**config.mk**
```make
export PLATFORM = sky130hd
export DESIGN_NAME = inst_prefetch_queue
export DESIGN_NICKNAME = d
export VERILOG_FILES = /design/src/rtl/inst_prefetch_queue_pkg.sv /design/src/rtl/inst_prefetch_queue_fetch_fifo.sv /design/src/rtl/inst_prefetch_queue.sv
export SDC_FILE = /design/constraint.sdc
export NUM_CORES = 1
export LEC_CHECK = 0
export ABC_AREA = 1
export CORE_ASPECT_RATIO = 1.1
export CORE_MARGIN = 2
export CORE_UTILIZATION = 56
export DETAILED_ROUTE_END_ITERATION = 7
export PLACE_DENSITY = 0.87
export SETUP_SLACK_MARGIN = 0.4
export SLEW_MARGIN = 0
export SYNTH_ARGS = -nofsm -noshare
export SYNTH_HDL_FRONTEND = slang
export SYNTH_SLANG_ARGS = --single-unit
```
**constraint.sdc**
```tcl
create_clock -name clk -period 4.4 [get_ports clk]
set_input_delay 0.44 -clock clk [delete_from_list [all_inputs] [get_ports clk]]
set_output_delay 0.44 -clock clk [all_outputs]
set_load 0.1 [all_outputs]
```
**src/rtl/inst_prefetch_queue_pkg.sv**
```systemverilog
// Shared definitions for the instruction prefetch queue: FSM state
// encodings, the NOP word presented when the queue is empty, and the
// sequential fetch stride.
package inst_prefetch_queue_pkg;

  localparam logic [1:0] S_BOOT  = 2'd0;
  localparam logic [1:0] S_RUN   = 2'd1;
  localparam logic [1:0] S_DRAIN = 2'd2;

  localparam logic [31:0] NOP_INST = 32'h0000_0013;

  localparam int unsigned PC_INC = 4;

endpackage

```
**src/rtl/inst_prefetch_queue_fetch_fifo.sv**
```systemverilog
// Pointer-based circular buffer with push/pop/clear, an occupancy count
// and a combinational head. Used both as the instruction queue and as the
// pc-tag FIFO that pairs in-order responses with their request address.
// DEPTH need not be a power of two; pointers wrap explicitly.
module inst_prefetch_queue_fetch_fifo #(
  parameter int unsigned WIDTH = 64,
  parameter int unsigned DEPTH = 4
) (
  input  logic                     clk,
  input  logic                     reset,
  input  logic                     push,
  input  logic [WIDTH-1:0]         push_data,
  input  logic                     pop,
  input  logic                     clear,
  output logic [$clog2(DEPTH):0]   count,
  output logic [WIDTH-1:0]         head
);

  localparam int unsigned PW = (DEPTH > 1) ? $clog2(DEPTH) : 1;

  logic [PW-1:0]    rd_ptr;
  logic [PW-1:0]    wr_ptr;
  logic [WIDTH-1:0] mem [DEPTH];

  function automatic logic [PW-1:0] next_ptr(input logic [PW-1:0] p);
    return (p == PW'(DEPTH - 1)) ? '0 : p + 1'b1;
  endfunction

  // Pointer and count bookkeeping; clear wins over push/pop.
  // NOTE: sequential state uses non-blocking assignments so every register
  // samples pre-edge values regardless of statement order.
  always_ff @(negedge clk or negedge reset) begin
    if (!reset) begin
      rd_ptr <= '0;
      wr_ptr <= '0;
      count  <= '0;
    end else if (clear) begin
      rd_ptr <= '0;
      wr_ptr <= '0;
      count  <= '0;
    end else begin
      if (push) wr_ptr <= next_ptr(wr_ptr);
      if (pop)  rd_ptr <= next_ptr(rd_ptr);
      case ({push, pop})
        2'b10:   count <= count + 1'b1;
        2'b01:   count <= count - 1'b1;
        default: count <= count;
      endcase
    end
  end

  // Storage write port.
  // NOTE: the array is deliberately not reset; count gates whether the head
  // is meaningful, so stale contents are never observed.
  always_ff @(negedge clk) begin
    if (push && !clear) mem[wr_ptr] <= push_data;
  end

  assign head = mem[rd_ptr];

endmodule

```
**src/rtl/inst_prefetch_queue.sv**
```systemverilog
// Instruction prefetch unit: runs the fetch PC ahead of decode, keeps up to
// MAX_OUTST pipelined requests in flight, buffers in-order responses in a
// DEPTH-entry queue and flushes on redirect, discarding stale responses.
// All state updates on the falling clock edge; reset is async active-low.
// Optional build macro PREFETCH_PERF_EN adds saturating stall/flush counters.
module inst_prefetch_queue
  import inst_prefetch_queue_pkg::*;
#(
  parameter int unsigned      XLEN      = 32,
  parameter int unsigned      DEPTH     = 4,
  parameter int unsigned      MAX_OUTST = 2,
  parameter logic [XLEN-1:0]  RESET_PC  = '0
) (
  input  logic                   clk,
  input  logic                   reset,
  input  logic                   redirect_valid,
  input  logic [XLEN-1:0]        redirect_pc,
  output logic                   imem_req_valid,
  input  logic                   imem_req_ready,
  output logic [XLEN-1:0]        imem_addr,
  input  logic                   imem_rsp_valid,
  input  logic [31:0]            imem_rsp_data,
  output logic                   ifid_valid,
  input  logic                   ifid_ready,
  output logic [XLEN-1:0]        ifid_pc,
  output logic [31:0]            ifid_inst,
  output logic [$clog2(DEPTH):0] occupancy
`ifdef PREFETCH_PERF_EN
  ,
  output logic [31:0]            perf_stall,
  output logic [31:0]            perf_flushed
`endif
);

  localparam int unsigned OW = $clog2(MAX_OUTST) + 1;
  localparam int unsigned CW = $clog2(DEPTH) + 1;
  localparam int unsigned SW = CW + 1;

  logic [1:0]       state, state_next;
  logic [XLEN-1:0]  fetch_pc;
  logic [OW-1:0]    drop, drop_next;
  logic [OW-1:0]    outst;
  logic [XLEN-1:0]  tag_head;
  logic [CW-1:0]    q_count;
  logic [XLEN+31:0] q_head;
  logic [SW-1:0]    pending;
  logic             req_fire, rsp_acc, q_push, q_pop;

  // A response only counts when something is actually in flight.
  assign rsp_acc  = imem_rsp_valid && (outst != '0);
  assign req_fire = imem_req_valid && imem_req_ready;
  assign q_push   = rsp_acc && (drop == '0) && !redirect_valid;
  assign q_pop    = ifid_valid && ifid_ready && !redirect_valid;

  // Queue slots already committed: buffered entries plus in-flight fetches.
  assign pending  = SW'(q_count) + SW'(outst);

  assign imem_req_valid = (state == S_RUN) && !redirect_valid &&
                          (outst < OW'(MAX_OUTST)) && (pending < SW'(DEPTH));
  assign imem_addr      = fetch_pc;

  assign ifid_valid = (q_count != '0);
  assign ifid_pc    = ifid_valid ? q_head[XLEN+31:32] : '0;
  assign ifid_inst  = ifid_valid ? q_head[31:0] : NOP_INST;
  assign occupancy  = q_count;

  // Drop budget: on redirect every response still in flight becomes stale.
  // NOTE: each always_comb output gets a default first so no path can
  // leave it unassigned and infer a latch.
  always_comb begin
    drop_next = drop;
    if (redirect_valid)              drop_next = outst - OW'(rsp_acc);
    else if (rsp_acc && drop != '0)  drop_next = drop - 1'b1;
  end

  // FSM next state: boot lasts one cycle, drain holds until stale rsps drain.
  always_comb begin
    state_next = state;
    case (state)
      S_BOOT:  state_next = S_RUN;
      S_RUN:   state_next = (redirect_valid && drop_next != '0) ? S_DRAIN : S_RUN;
      S_DRAIN: state_next = (!redirect_valid && drop_next == '0) ? S_RUN : S_DRAIN;
      default: state_next = S_BOOT;
    endcase
  end

  // FSM, drop counter and fetch PC registers; redirect overrides increment.
  always_ff @(negedge clk or negedge reset) begin
    if (!reset) begin
      state    <= S_BOOT;
      drop     <= '0;
      fetch_pc <= RESET_PC;
    end else begin
      state <= state_next;
      drop  <= drop_next;
      if (redirect_valid) fetch_pc <= redirect_pc;
      else if (req_fire)  fetch_pc <= fetch_pc + XLEN'(PC_INC);
    end
  end

  // Request addresses waiting for their response; its count is outst.
  inst_prefetch_queue_fetch_fifo #(
    .WIDTH (XLEN),
    .DEPTH (MAX_OUTST)
  ) u_tag_fifo (
    .clk       (clk),
    .reset     (reset),
    .push      (req_fire),
    .push_data (fetch_pc),
    .pop       (rsp_acc),
    .clear     (1'b0),
    .count     (outst),
    .head      (tag_head)
  );

  // Instruction queue holding {pc, word}; redirect flushes it.
  inst_prefetch_queue_fetch_fifo #(
    .WIDTH (XLEN + 32),
    .DEPTH (DEPTH)
  ) u_inst_queue (
    .clk       (clk),
    .reset     (reset),
    .push      (q_push),
    .push_data ({tag_head, imem_rsp_data}),
    .pop       (q_pop),
    .clear     (redirect_valid),
    .count     (q_count),
    .head      (q_head)
  );

`ifdef PREFETCH_PERF_EN
  logic [32:0] flush_inc;
  logic [32:0] flush_sum;

  assign flush_inc = (redirect_valid ? 33'(q_count) : 33'd0) +
                     33'(rsp_acc && (redirect_valid || drop != '0));
  assign flush_sum = {1'b0, perf_flushed} + flush_inc;

  // Saturating decode-starvation and flush-loss counters.
  always_ff @(negedge clk or negedge reset) begin
    if (!reset) begin
      perf_stall   <= '0;
      perf_flushed <= '0;
    end else begin
      if (ifid_ready && !ifid_valid && perf_stall != '1)
        perf_stall <= perf_stall + 1'b1;
      perf_flushed <= flush_sum[32] ? '1 : flush_sum[31:0];
    end
  end
`endif

endmodule

```
==> results by group <==
Final layout
  – Nets: 2,105
  – Area growth syn-to-layout: 52.0%
  – Layout cells sized above 1: around a quarter
  – Ant. Diodes: 0
  – Layout fillers: 1,014
  – Reg area: approximately 0.011 sq mm
  – Multi-input gate area: 0.00514 sq mm

Setup path
  – Crit path capture type: output pin
  – CP max FO: 23
  – R2R depth: 3
  – CP Class: reg -> out
  – R2R setup slack: 1.35 ns
  – Startpoint types: register
  – Worst Path Arrival: 4.97 ns
  – Reg-to-Reg End: u_inst_queue.mem[3][49]
  – Worst EP required: 3.96 ns
  – R2r startpoint: u_tag_fifo.rd_ptr

Power
  – Leak: 10.1 nW
  – Peak VDD IR: 0.000748 V
  – Power per Cell Area: 817 mW/mm^2

Synth
  – Largest family of logic cells by synthesized area: simple AND/OR/NAND/NOR gates
  – Synth Area in Simple Gates: between 15 and 20%
  – Syn. warnings: 0
  – Mapped Area: 0.0155 sq mm
  – Cells after synthesis: 1,404
  – Synthesized Nets: 1,485
  – Synth Register Bits: 367
  – Adder-cell area share of the yosys netlist: 0.937%
  – Post-synthesis mux area share: 0%
  – Post-Synth XOR/XNOR Area: 1.19%
  – Synth Area in Compound Gates: 7.69%
  – Synth cell types: 37
  – Seq/Total Area, Yosys: ~70%
  – Avg Cell Area, Syn: around 11 sq um

Floorplanning
  – Die height: 178 microns
  – Total Die Area: 0.0290 sq mm
  – Core footprint: 0.0271 sq mm
  – Io pins: 171
  – Std cell rows: 63
  – Horiz. Die Dim: roughly 160 microns
  – Starting Density: 57.1%

STA
  – Setup Skew: 0.314 ns
  – Relative slew slack: 16.6%
  – Setup WS post-layout: -1.01 ns
  – Total Neg Setup Slack: -34.07 ns
  – Setup Viol. Count Final: 65
  – Final Hold Fails: 0
  – RSZ-0062 raised after global routing: yes
  – Smallest hold slack: 0.448 ns
  – Worst Tran Pin Value: 1.25 ns
  – Final Slew Violations: 0

Clock tree
  – Clock tree buffer depth: 3
  – Reg clk slew, reported paths: 0.37 ns
  – CTS tree: yes
  – H-tree levels: 2
  – CTS Buf Count: 37
  – Clock Tree Root: clkbuf_16
  – Clk_lat worst skew: 0.86 ns
  – Clock sinks: about 370

GRT
  – Pin count of the biggest net entering global routing: 48
  – GRT Util Overall: a little under 40%
  – Grt ovf: 0
  – Vias in the first global route: around 15,000
  – First-pass GRT wire length: 85,000 microns
  – Initial antenna violation count: 0

Routing
  – Pre-Repair DR Iteration Count: 8
  – Post-route ant nets: 0
  – WL/cell: 27.4 microns
  – Via density: 6.44
  – Final wirelength: 65,700 microns
  – DRT iter0 DRCs: 2,888
  – Residual DRC: 0
  – Via count: 15,442

Run
  – Max Cap Viol: 0

Worst hold path
  – Min-delay src: u_tag_fifo.mem[1][31]
  – Worst hold path class: reg -> reg
  – Min-Delay Endpoint: u_inst_queue.mem[1][63]
  – Hold depth: 2

Placement
  – Port-buffer cells: 170
  – Hpwl dp: around 24,000 microns
  – GPL Wtd Cong: between 0.9 and 1
  – Setup slack after placement: -0.0912 ns

Outcome
  – Failing checks: setup timing
  – Outcome: complete, but fails checks
per-stage QoR:
| stage | instance area [sq um] | util, % | std cells | power (mW) |
|---|---|---|---|---|
| 6_report | 23500 | 86.8 | 2397 | 19.2 |
| 5_1_grt | 23500 | 86.8 | 2397 | 19.6 |
| 4_1_cts | 22700 | 83.6 | 2353 | 17.6 |
| 3_5_place_dp | 19100 | 70.4 | 1925 | 12.6 |
| 3_3_place_gp | 19100 | 70.4 | 1925 | 12.4 |
| 2_1_floorplan | 15900 | - | 1404 | 9.82 |
final cells by class:
| type | count | share of cell area (%) |
|---|---|---|
| Clock buffer | 39 | 4.05 |
| Sequential cell | 367 | 45.8 |
| Tap cell | 357 | 1.90 |
| Multi-Input combinational cell | 901 | 21.8 |
| Clock inverter | 336 | 5.89 |
| Timing Repair Buffer | 326 | 19.1 |
| Inverter | 70 | 1.35 |
| Timing Repair inverter | 1 | 0.0691 |
cell families (layout without fill, tap and decap cells):
family	after synthesis	in the layout
AO/OA/AOI/OAI	226	226
XOR/XNOR	21	21
adder cells (fa/ha/maj)	11	11
buffers and inverters	136	772
flip-flops	367	367
AND/OR/NAND/NOR	643	643
cells in the final DEF, fill, tap and decap left out, types with 3 or more instances in the layout:
master,netlist,routed
o211ai_1,10,10
ha_1,10,8
a21oi_1,64,12
a21oi_2,0,34
dfrtn_1,47,47
nand2_1,272,270
inv_2,8,6
clkdlybuf4s50_1,0,67
nand3_1,36,34
nor2_2,7,51
buf_8,0,7
nor2_4,3,41
nand4_1,4,4
nand2_2,12,13
nand2_8,2,3
buf_16,0,17
xor2_1,16,16
o21ai_2,1,47
bufinv_16,0,4
inv_1,61,383
buf_12,0,103
o21ai_0,127,30
inv_6,0,3
o21ai_1,17,67
nand3_2,2,3
nor2_1,301,219
a21oi_4,0,18
buf_4,12,88
edfxtp_1,320,320
xnor2_1,5,4
buf_6,3,39
clkbuf_16,0,40
worst max-delay path by stage:
stage	from	end	slack [ns]	depth (start not counted)
2_1_floorplan	u_inst_queue.count[2]	ifid_pc[29]	-1.46	5
5_1_grt	u_inst_queue.rd_ptr[0]	ifid_pc[22]	-0.95	7
3_3_place_gp	redirect_valid	u_inst_queue.count[2]	-0.07	11
4_1_cts	u_inst_queue.rd_ptr[0]	ifid_pc[7]	-0.42	9
6_report	u_inst_queue.rd_ptr[0]	ifid_pc[22]	-1.01	7
3_5_place_dp	redirect_valid	u_inst_queue.count[2]	-0.09	11
per-layer routing:
metal,wire (microns),vias to the layer above,track usage [%]
met5,0,-,0
met4,6440,0,27.1
met3,9030,557,10.5
met2,30000,1854,65.5
met1,20200,7025,44.9
li1,-,6006,-
state kept, by name, summed over array words and instances, names as in the netlist:
register and flops:
u_inst_queue.mem 256, u_inst_queue.count 3, imem_addr 32, u_tag_fifo.count 2, u_tag_fifo.wr_ptr 1, u_tag_fifo.rd_ptr 1
u_tag_fifo.mem 64, drop 2, state 2, u_inst_queue.wr_ptr 2, u_inst_queue.rd_ptr 2
Yosys cell counts, drive strengths merged:
| master | count | area (sq um) |
|---|---|---|
| o211ai | 12 | 100 |
| dfrtn | 47 | 1180 |
| o31ai | 1 | 7.51 |
| o21a | 1 | 8.76 |
| xor2 | 16 | 140 |
| clkinv | 1 | 3.75 |
| nand4 | 4 | 25.0 |
| buf | 31 | 195 |
| ha | 10 | 125 |
| nand2 | 286 | 1140 |
| a21oi | 64 | 320 |
| fa | 1 | 20.0 |
| clkbuf | 34 | 128 |
| or2 | 1 | 6.26 |
| nor2 | 311 | 1210 |
| nor3 | 2 | 15.0 |
| inv | 70 | 265 |
| edfxtp | 320 | 9610 |
| xnor2 | 5 | 43.8 |
| o311ai | 3 | 26.3 |
| nand3b | 1 | 7.51 |
| nand3 | 38 | 200 |
| o21ai | 145 | 729 |
worst max-delay path: stages, from the launching register on:
cell and delay (ns):
dfrtn_1 0.48, buf_6 0.15, clkbuf_16 0.17, clkinv_8 0.10, buf_16 0.19, o21ai_1 0.62
a21oi_2 0.26, buf_12 0.23
power by group:
part	leakage, nW	total (mW)	internal [mW]	switching, mW
sequential	3.46	4.47	4.21	0.257
combinational	4.35	9.70	3.28	6.42
clock	2.28	5.07	2.20	2.88
timing repair:
| action | in CTS | in global routing |
|---|---|---|
| buffers inserted | 41 | 40 |
| hold buffers | 0 | 0 |
| pin swaps | 39 | 66 |
| resized for setup | 216 | 148 |
| endpoints found under the setup margin | 91 | 84 |
| cloned | 13 | 4 |
Power figures use the tool's default switching activity.
